==> src/rtl/mem_stage_pkg.sv <==
// rtl/mem_stage_pkg.sv - shared types and sizing helpers for the MEM-stage store write buffer
package mem_stage_pkg;

    localparam int SB_DEPTH_DEFAULT  = 4;
    localparam int SB_ADDR_W_DEFAULT = 64;
    localparam int SB_DATA_W_DEFAULT = 64;

    // One buffered store; fields sized for the widest supported address/data (64 bits).
    typedef struct packed {
        logic [SB_ADDR_W_DEFAULT-1:0] addr;
        logic [SB_DATA_W_DEFAULT-1:0] data;
    } sb_entry_t;

    // Pointer width for a power-of-two buffer; never narrower than one bit.
    function automatic int sb_ptr_w(input int depth);
        return (depth > 1) ? $clog2(depth) : 1;
    endfunction

endpackage

==> src/rtl/sb_fwd_match.sv <==
// rtl/sb_fwd_match.sv - youngest-first load address match against buffered stores
module sb_fwd_match
    import mem_stage_pkg::*;
#(
    parameter int DEPTH  = SB_DEPTH_DEFAULT,
    parameter int ADDR_W = SB_ADDR_W_DEFAULT,
    parameter int PTR_W  = sb_ptr_w(SB_DEPTH_DEFAULT)
) (
    input  logic [ADDR_W-1:0] ld_addr,
    input  logic [ADDR_W-1:0] ent_addr [DEPTH],
    input  logic [DEPTH-1:0]  ent_valid,
    input  logic [PTR_W-1:0]  tail,
    output logic              hit,
    output logic [PTR_W-1:0]  hit_idx
);

    // Walk from oldest (tail-DEPTH) to youngest (tail-1); later matches overwrite earlier ones.
    always_comb begin
        logic [PTR_W-1:0] idx;
        hit     = 1'b0;
        hit_idx = '0;
        idx     = '0;
        for (int k = DEPTH; k >= 1; k--) begin
            idx = tail - PTR_W'(k);
            if (ent_valid[idx] && (ent_addr[idx] == ld_addr)) begin
                hit     = 1'b1;
                hit_idx = idx;
            end
        end
    end

endmodule

==> src/rtl/store_write_buffer.sv <==
// rtl/store_write_buffer.sv - in-order store FIFO with load forwarding and DATA_MEM port arbitration; optional STORE_COALESCE_EN
module store_write_buffer
    import mem_stage_pkg::*;
#(
    parameter int DEPTH  = SB_DEPTH_DEFAULT,
    parameter int ADDR_W = SB_ADDR_W_DEFAULT,
    parameter int DATA_W = SB_DATA_W_DEFAULT
) (
    input  logic              CLK,
    input  logic              RESET,
    input  logic              ST_VALID,
    input  logic [ADDR_W-1:0] ST_ADDR,
    input  logic [DATA_W-1:0] ST_DATA,
    output logic              ST_READY,
    input  logic              LD_VALID,
    input  logic [ADDR_W-1:0] LD_ADDR,
    output logic [DATA_W-1:0] LD_DATA,
    output logic              LD_FWD,
    input  logic              FLUSH,
    output logic              EMPTY,
    output logic              MEM_WRITE,
    output logic              MEM_READ,
    output logic [ADDR_W-1:0] MEM_ADDR,
    output logic [DATA_W-1:0] MEM_WDATA,
    input  logic [DATA_W-1:0] MEM_RDATA
);

    localparam int PTR_W = sb_ptr_w(DEPTH);
    localparam int CNT_W = PTR_W + 1;
    localparam logic [CNT_W-1:0] FULL_COUNT = CNT_W'(DEPTH);

    sb_entry_t         entries [DEPTH];
    logic [DEPTH-1:0]  ent_valid;
    logic [ADDR_W-1:0] ent_addr [DEPTH];
    logic [PTR_W-1:0]  head;
    logic [PTR_W-1:0]  tail;
    logic [CNT_W-1:0]  count;

    logic              fwd_hit;
    logic [PTR_W-1:0]  fwd_idx;
    logic              full;
    logic              ld_miss;
    logic              drain;
    logic              coalesce;
    logic              accept;
    logic              alloc;
    logic [PTR_W-1:0]  wr_idx;

    // Present the stored addresses at the configured width to the matcher.
    always_comb begin
        for (int i = 0; i < DEPTH; i++) begin
            ent_addr[i] = entries[i].addr[ADDR_W-1:0];
        end
    end

    sb_fwd_match #(
        .DEPTH  (DEPTH),
        .ADDR_W (ADDR_W),
        .PTR_W  (PTR_W)
    ) u_fwd_match (
        .ld_addr   (LD_ADDR),
        .ent_addr  (ent_addr),
        .ent_valid (ent_valid),
        .tail      (tail),
        .hit       (fwd_hit),
        .hit_idx   (fwd_idx)
    );

    // Full is judged on the registered count, so a same-cycle drain never frees a slot early.
    assign full    = (count == FULL_COUNT);
    assign ld_miss = LD_VALID & ~fwd_hit;
    assign drain   = ~RESET & (count != '0) & ~ld_miss;

`ifdef STORE_COALESCE_EN
    logic [PTR_W-1:0] young;
    assign young    = tail - PTR_W'(1);
    // Merge into the youngest entry unless that entry is leaving through the port this cycle.
    assign coalesce = (count != '0) & ent_valid[young]
                    & (entries[young].addr[ADDR_W-1:0] == ST_ADDR)
                    & ~(drain & (young == head));
    assign wr_idx   = coalesce ? young : tail;
`else
    assign coalesce = 1'b0;
    assign wr_idx   = tail;
`endif

    assign ST_READY = ~RESET & ~FLUSH & (~full | coalesce);
    assign accept   = ST_VALID & ST_READY;
    assign alloc    = accept & ~coalesce;

    // FIFO state: drain retires HEAD, accept writes TAIL (or the merged youngest slot).
    always_ff @(posedge CLK) begin
        if (RESET) begin
            head      <= '0;
            tail      <= '0;
            count     <= '0;
            ent_valid <= '0;
            for (int i = 0; i < DEPTH; i++) begin
                entries[i] <= '0;
            end
        end else begin
            if (drain) begin
                ent_valid[head] <= 1'b0;
                head            <= head + PTR_W'(1);
            end
            if (accept) begin
                entries[wr_idx].addr <= SB_ADDR_W_DEFAULT'(ST_ADDR);
                entries[wr_idx].data <= SB_DATA_W_DEFAULT'(ST_DATA);
                ent_valid[wr_idx]    <= 1'b1;
            end
            if (alloc) begin
                tail <= tail + PTR_W'(1);
            end
            count <= count + CNT_W'(alloc) - CNT_W'(drain);
        end
    end

    // Port mux: a missing load owns the address port; otherwise the head store drains.
    always_comb begin
        LD_DATA   = '0;
        LD_FWD    = 1'b0;
        MEM_WRITE = 1'b0;
        MEM_READ  = 1'b0;
        MEM_ADDR  = '0;
        MEM_WDATA = '0;
        EMPTY     = 1'b1;
        if (!RESET) begin
            EMPTY = (count == '0);
            if (LD_VALID && fwd_hit) begin
                LD_FWD  = 1'b1;
                LD_DATA = entries[fwd_idx].data[DATA_W-1:0];
            end else if (LD_VALID) begin
                MEM_READ = 1'b1;
                MEM_ADDR = LD_ADDR;
                LD_DATA  = MEM_RDATA;
            end
            if (drain) begin
                MEM_WRITE = 1'b1;
                MEM_ADDR  = entries[head].addr[ADDR_W-1:0];
                MEM_WDATA = entries[head].data[DATA_W-1:0];
            end
        end
    end

endmodule
==> config.mk <==
export PLATFORM = sky130hd
export DESIGN_NAME = store_write_buffer
export DESIGN_NICKNAME = d
export VERILOG_FILES = /design/src/rtl/mem_stage_pkg.sv /design/src/rtl/sb_fwd_match.sv /design/src/rtl/store_write_buffer.sv
export SDC_FILE = /design/constraint.sdc
export NUM_CORES = 1
export LEC_CHECK = 0
export ABC_AREA = 0
export CAP_MARGIN = 20
export CORE_MARGIN = 2
export CORE_UTILIZATION = 55
export CTS_CLUSTER_DIAMETER = 30
export DETAILED_ROUTE_END_ITERATION = 8
export PLACE_DENSITY_LB_ADDON = 0.15
export SYNTH_ARGS = -nofsm -noshare
export SYNTH_HDL_FRONTEND = slang
export SYNTH_SLANG_ARGS = --single-unit
==> constraint.sdc <==
create_clock -name CLK -period 10.9 [get_ports CLK]
set_clock_uncertainty 0.2 [all_clocks]
set_input_delay 1.635 -clock CLK [delete_from_list [all_inputs] [get_ports CLK]]
set_output_delay 1.635 -clock CLK [all_outputs]
set_load 0.05 [all_outputs]
# Yosys cells after proc, flatten, opt, wreduce, memory -nomap -nowiden
# Memories as Yosys holds them, arrays and structs flattened. A register that Yosys moved wholly into a read port is not among the register bits.
# Cells that the tools add are included.
totals:
  elab_cells: 118
  ramBits: 512
  inputBits: 261
  memories: 1
  ff_bits: 11
  output_inout_bits: 197
mem_list:
  columns: ["memory", "words", "word_bits", "read_ports", "rd_ports_with_merged_regs", "wr", "line_no", "rtl"]
  rows:
  - ["entries", 4, 128, 6, 1, 4, "store_write_buffer.sv:32", "sb_entry_t entries [DEPTH];"]
classes:
  muxes: 62
  n_eq_ne: 5
  bitwise_logic: 18
  reduce_logical: 10
  order_cmp: 11
  n_addsub: 7
op_table:
  columns: ["cell", "n"]
  rows:
  - ["two-way mux 64 bit", 17]
  - ["binary-select mux 64 bit (select 2 bit)", 4]
  - ["equality test 64 bit", 4]
  - ["two-way mux 128 bit", 1]
  - ["OR reduction 128 bit", 1]
  - ["two-way mux 1 bit", 24]
  - ["< comparator 2 x 3 -> 1 bit (second input constant)", 5]
  - ["two-way mux 2 bit", 7]
  - [">= comparator 3 bit (second input constant)", 4]
  - ["two-way mux 4 bit", 3]
  - ["inverter 2 -> 3 bit", 4]
  - ["binary-select mux 1 bit (select 2 bit)", 4]
  - ["logical AND 1 bit", 7]
  - ["bitwise AND 1 bit", 6]
  - ["inverter 1 bit", 5]
  - ["adder 2 x 1 -> 2 bit (second input constant)", 2]
  - ["bitwise AND 4 bit", 1]
  - ["demux 1 bit (select 2 bit)", 2]
  - [">= comparator 2 x 1 -> 1 bit (second input constant)", 2]
  - ["inverter 4 bit", 1]
  - ["OR 4 bit", 1]
  - ["subtractor 2 bit (second input constant)", 2]
  - ["adder 3 x 1 -> 3 bit", 1]
  - ["equality test 3 bit (second input constant)", 1]
  - ["other kinds (4)", 4]

# Logic depth before layout (Yosys ltp)
depth:
  word_depth: 18
  mapped_depth: 31
  mapped_depth_nobuf: 20

# Modules after synthesis
# Synthesis repeated with hierarchy kept, for this count alone.
hier_totals:
  cells_unflattened: 2696
  area_unflattened_um2: 36318.6
modules_own_cells:
  columns: ["mod", "instances", "area_each_um2", "cells_per_inst"]
  rows:
  - ["store_write_buffer", 1, 26105.0, 1637]
  - ["sb_fwd_match", 1, 10213.5, 1059]

# Worst setup path after synthesis
# Ideal clock, no wire load.
synth_timing:
  path_kind: "reg2out"
  start: "register tail[1]"
  end: "output port LD_DATA[0]"
  n_path_buf: 10
  arrival_time_ns: 6.146
  path_slack_ns: 2.919
  required_ns: 9.065
  path_stages_with_launch: 24
  path_cell_list: "dfxtp_1 -> buf_2 -> inv_1 -> buf_2 -> clkbuf_1 -> clkbuf_1 -> clkbuf_1 -> ha_1 -> buf_4 -> buf_4 -> buf_4 -> clkbuf_1 -> mux4_2 -> xnor2_1 -> o2111ai_1 -> nor4_1 -> and4bb_1 -> nand4_1 -> nor2_2 -> o32ai_1 -> a221oi_2 -> buf_6 -> mux2i_1 -> o21ai_0"
synth_between:
  elab_chain_len: 13
  elab_cells_between_ends: 47
  cone_classes: "3 x add/sub; 4 x eq/ne; 30 x mux; 4 x bitwise; 5 x reduce/logical; 1 x memory"
synth_lines:
  columns: ["item", "line_no", "rtl"]
  rows:
  - ["from (decl)", "store_write_buffer.sv:36", "logic [PTR_W-1:0] tail;"]
  - ["from (signal assigned)", "store_write_buffer.sv:112", "tail <= tail + PTR_W'(1);"]
  - ["subtractor 2 bit / inverter 2 -> 3 bit (equally long branches)", "sb_fwd_match.sv:24, sb_fwd_match.sv:25", null]
  - ["inverter 2 -> 3 bit (not written as such) / binary-select mux 64 bit (select 2 bit) (equally long branches)", "sb_fwd_match.sv:25", "if (ent_valid[idx] && (ent_addr[idx] == ld_addr)) begin"]
  - ["binary-select mux 64 bit (select 2 bit) / two-way mux 64 bit (equally long branches)", "sb_fwd_match.sv:25", null]
  - ["two-way mux 64 bit (not written as such)", "sb_fwd_match.sv:25", null]
  - ["two-way mux 64 bit (not written as such) / equality test 64 bit (equally long branches)", "sb_fwd_match.sv:25", null]
  - ["equality test 64 bit / logical AND 1 bit (equally long branches)", "sb_fwd_match.sv:25", null]
  - ["logical AND 1 bit, or another cell as far along", "sb_fwd_match.sv:25", null]
  - ["two-way mux 2 bit / two-way mux 1 bit (equally long branches) (3 in series)", "sb_fwd_match.sv:25", null]
  - ["memory read (4 x 128 bit) / logical AND 1 bit (equally long branches)", null, null]
  - ["two-way mux 64 bit *", "store_write_buffer.sv:129", "if (LD_VALID && fwd_hit) begin"]
  - ["two-way mux 64 bit *", "store_write_buffer.sv:127", "if (!RESET) begin"]
  - ["to (decl)", "store_write_buffer.sv:17", "output logic [DATA_W-1:0] LD_DATA,"]
# Mark *: on every way between the ends. The rest lies on a longest branch, timed or not. The select of a mux whose other input is x is not followed.

# Worst setup path after layout
layout_timing:
  start: "register tail[0]"
  end: "output port LD_DATA[39]"
# The elaborated chain is that of the path after synthesis.

==> out/qor.yml <==
clocking:
  cts-buffers-inserted: 108
  postCtsHoldBufs: 0
  cts_tree: "built"
  clock-sinks: 525
  h-tree-depth: 3
  cts.repair.resized: 0
  cts_setup_buffers: 0
  insertion_delay_ns: 0.70
  cts_root_buf: "clkbuf_16"
  clockBufferDepth: 3
  clk_pin_slew_ns: 0.05
final_layout:
  drive_gt1_frac: 0.198
  utilization: 0.673
  final_nets: 4046
  area_delta_synth_final_pct: 21.8
  final_area_um2: 47900
  multiInputGateArea_um2: 22100
  seq_area_um2: 15700
  fillers: 4877
worst_setup_path:
  rr_endpoint: "count[2]$_SDFF_PP0_"
  startpoint: "tail[0]$_SDFFE_PP0P_"
  cpMaxStageDelayCell: "nor4b_1"
  crit_path_end: "LD_DATA[39]"
  endpoint_kind: "primary output"
  r2r_setup_slack_ns: 2.66
  setup.worst_path.start_class: "register"
  path_depth: 14
  r2r_cells: 22
  cp.arrival_ns: 8.28
  crit_chain: "buf_12 -> mux2i_1 -> mux2i_1 -> o2111ai_1 -> or4b_1 -> or4_1 -> nor4b_1 -> mux2i_1 -> o311ai_4 -> buf_4 -> mux2_2 -> a22oi_1 -> o21ai_1 -> buf_12"
  slowest_delay_ns: 0.84
  cp_max_fo: 97
  r2r-start: "tail[1]$_SDFFE_PP0P_"
  cpMostUsedCell: "mux2i_1"
  worstPathBufferInverterCount: 3
  crit_family: "multiplexers"
  crit_required_ns: 9.07
  worstSetupPathType: "register to primary output"
timing:
  whs_ns: 0.365
  rsz0062_at_grt: "false"
  drv_slew: 0
  timing.slew.headroom: 0.120
  fmax_mhz: 98.9
  finalSetupViolCount: 0
  hold_violations: 0
  tns_ns: 0
  worst_pin_slew_ns: 1.31
  min_period_ns: 10.11
  finalCritPeriodShare: 0.928
synth:
  async_flop_share: 0
  synth_area_leaders: "edfxtp_1, mux4_2, and2_1"
  ys_ff_latch: 525
  avgSynthCellArea_um2: 11.4
  yosysSeqAreaShare: 0.398
  netlist_area_um2: 39300
  syn_inst: 3448
  synth_top_area_cell: "edfxtp_1"
  syn_nets: 3720
  ys_dominant_reg_cell: "edfxtp_1"
  yosys_warnings: 0
  yosys.cell_count.top_type: "edfxtp_1"
  synth-edff-count: 512
  synth_common_cells: "edfxtp_1, and2_1, mux2i_1"
  synth_cell_types: 89
  netlist.area_leader.share: 0.391
floorplan:
  rows: 98
  initial_utilization: 0.553
  fp.dieH_um: 271
  design.core.area_um2: 71100
  die-width_um: 271
  io_pins: 458
  dieArea_um2: 73600
run_status:
  status: "finished clean"
global_route:
  grt_pass1_wl_um: 257000
  grt_max_degree: 99
  grt_pass1_vias: 34700
  grt_overflow: 0
  grt_util_all_layers: 0.487
  antenna_found_initial: 11
route:
  viasPerCell: 7.34
  vias: 35300
  drt_wl_total_um: 183000
  first_iter_violations: 5375
  drc: 0
  first_pass_iters: 6
  ant_nets: 0
  routedWlPerCell_um: 37.9
placement:
  dpl-instance-area_um2: 44200
  dp_hpwl_um: 129000
  portBuffers: 457
  gp_congestion: 1.18
power:
  seqPwrFrac: 0.313
  p_sw_w: 0.00266
  p_per_area_nw_per_um2: 166
  leakage_nw: 17.3
  switching_share: 0.336
  max-vdd-ir-drop_uv: 165
  comb_power_share: 0.273
  clock_power_share: 0.414
  internal_power_w: 0.00527
worst_hold_path:
  hp-class: "register to register"
flow_run:
  cap_violations: 0
==> tightest hold or removal path: cells and delay by family, from the launching register on <==
family,cells,cell delay (ns)
DFF,1,0.32
AOI/OAI and AO/OA,1,0.10
buffers and inverters,1,0.10
==> area by class of cell <==
class / count / share of cell area
timing repair buffer: 535 / 0.106
inverter: 55 / 0.00431
sequential: 525 / 0.327
tap: 950 / 0.0248
multi-input combinational: 2549 / 0.461
clock inverter: 67 / 0.0174
clock buffer: 128 / 0.0589
antenna: 8 / 0.000418
==> flip-flops by register name (all words and copies together), names as in the netlist, named ones only <==
name	count
count	3
ent_valid	4
entries	512
head	2
tail	2
==> worst min-delay path by stage <==
| stage | startpoint | to | cells after the start | slack (ns) |
|---|---|---|---|---|
| global placement | head[1]$_SDFFE_PP0N_ | register | 2 | 0.33 |
| global route | head[1]$_SDFFE_PP0N_ | register | 2 | 0.39 |
| floorplan | ent_valid[0]$_SDFF_PP0_ | ent_valid[0]$_SDFF_PP0_ | 2 | 0.29 |
| finish | head[1]$_SDFFE_PP0N_ | register | 2 | 0.36 |
| CTS | head[1]$_SDFFE_PP0N_ | register | 2 | 0.36 |
| detailed placement | head[1]$_SDFFE_PP0N_ | register | 2 | 0.35 |
==> layer usage <==
metal  GRT usage  vias to the layer above  share of wire
met5           0                        -        0.00039
met4       0.316                       10          0.081
met3       0.133                      699           0.13
met2       0.772                     3059           0.46
met1       0.587                    17600           0.34
li1            -                    14000              -
==> stage by stage <==
stage / worst slack [ns] / instances / total power, W
floorplan: 2.92 / 3448 / 0.00374
global placement: 1.49 / 4610 / 0.00456
detailed placement: 1.33 / 4613 / 0.00458
CTS: 1.05 / 4808 / 0.00784
global route: 0.778 / 4814 / 0.00807
finish: 0.787 / 4817 / 0.00794
==> layout by cell type (no fill, tap or decap), types with 17 or more instances in the layout <==
master	instances
nor2_1	122
xnor2_1	127
xor2_1	28
nand2_1	108
mux4_2	245
inv_1	53
a2bb2oi_1	21
nand2b_1	40
edfxtp_1	512
nor3_1	34
o21ai_1	62
mux2_2	88
nand3_1	31
clkbuf_16	109
o21ai_0	42
nand4_1	46
buf_4	179
clkdlybuf4s50_1	337
a21oi_1	102
o211ai_1	20
mux2i_1	258
nor3b_1	69
and3_1	136
nor4_1	29
nor2b_1	32
o22ai_1	39
clkinv_2	17
or2_2	19
a22oi_1	76
clkbuf_1	17
and2_1	471
buf_12	18
==> logic make-up after synthesis <==
family          after synthesis  synth area share
simple gates               1222             0.184
xor+xnor                    155            0.0345
flops                       525             0.398
buf+inv                     374            0.0437
fa+ha+maj                    11           0.00369
mux                         607             0.237
compound gates              554            0.0989
==> power by group through the flow <==
stage | Sequential, W | Clock (W) | Combinational (W)
final | 0.00249 | 0.00329 | 0.00216
after global routing | 0.00250 | 0.00338 | 0.00219
after CTS | 0.00248 | 0.00327 | 0.00209
after detailed placement | 0.00251 | 0 | 0.00207
after global placement | 0.00250 | 0 | 0.00206
after floorplan | 0.00245 | 0 | 0.00129
Power figures use the tool's default switching activity.
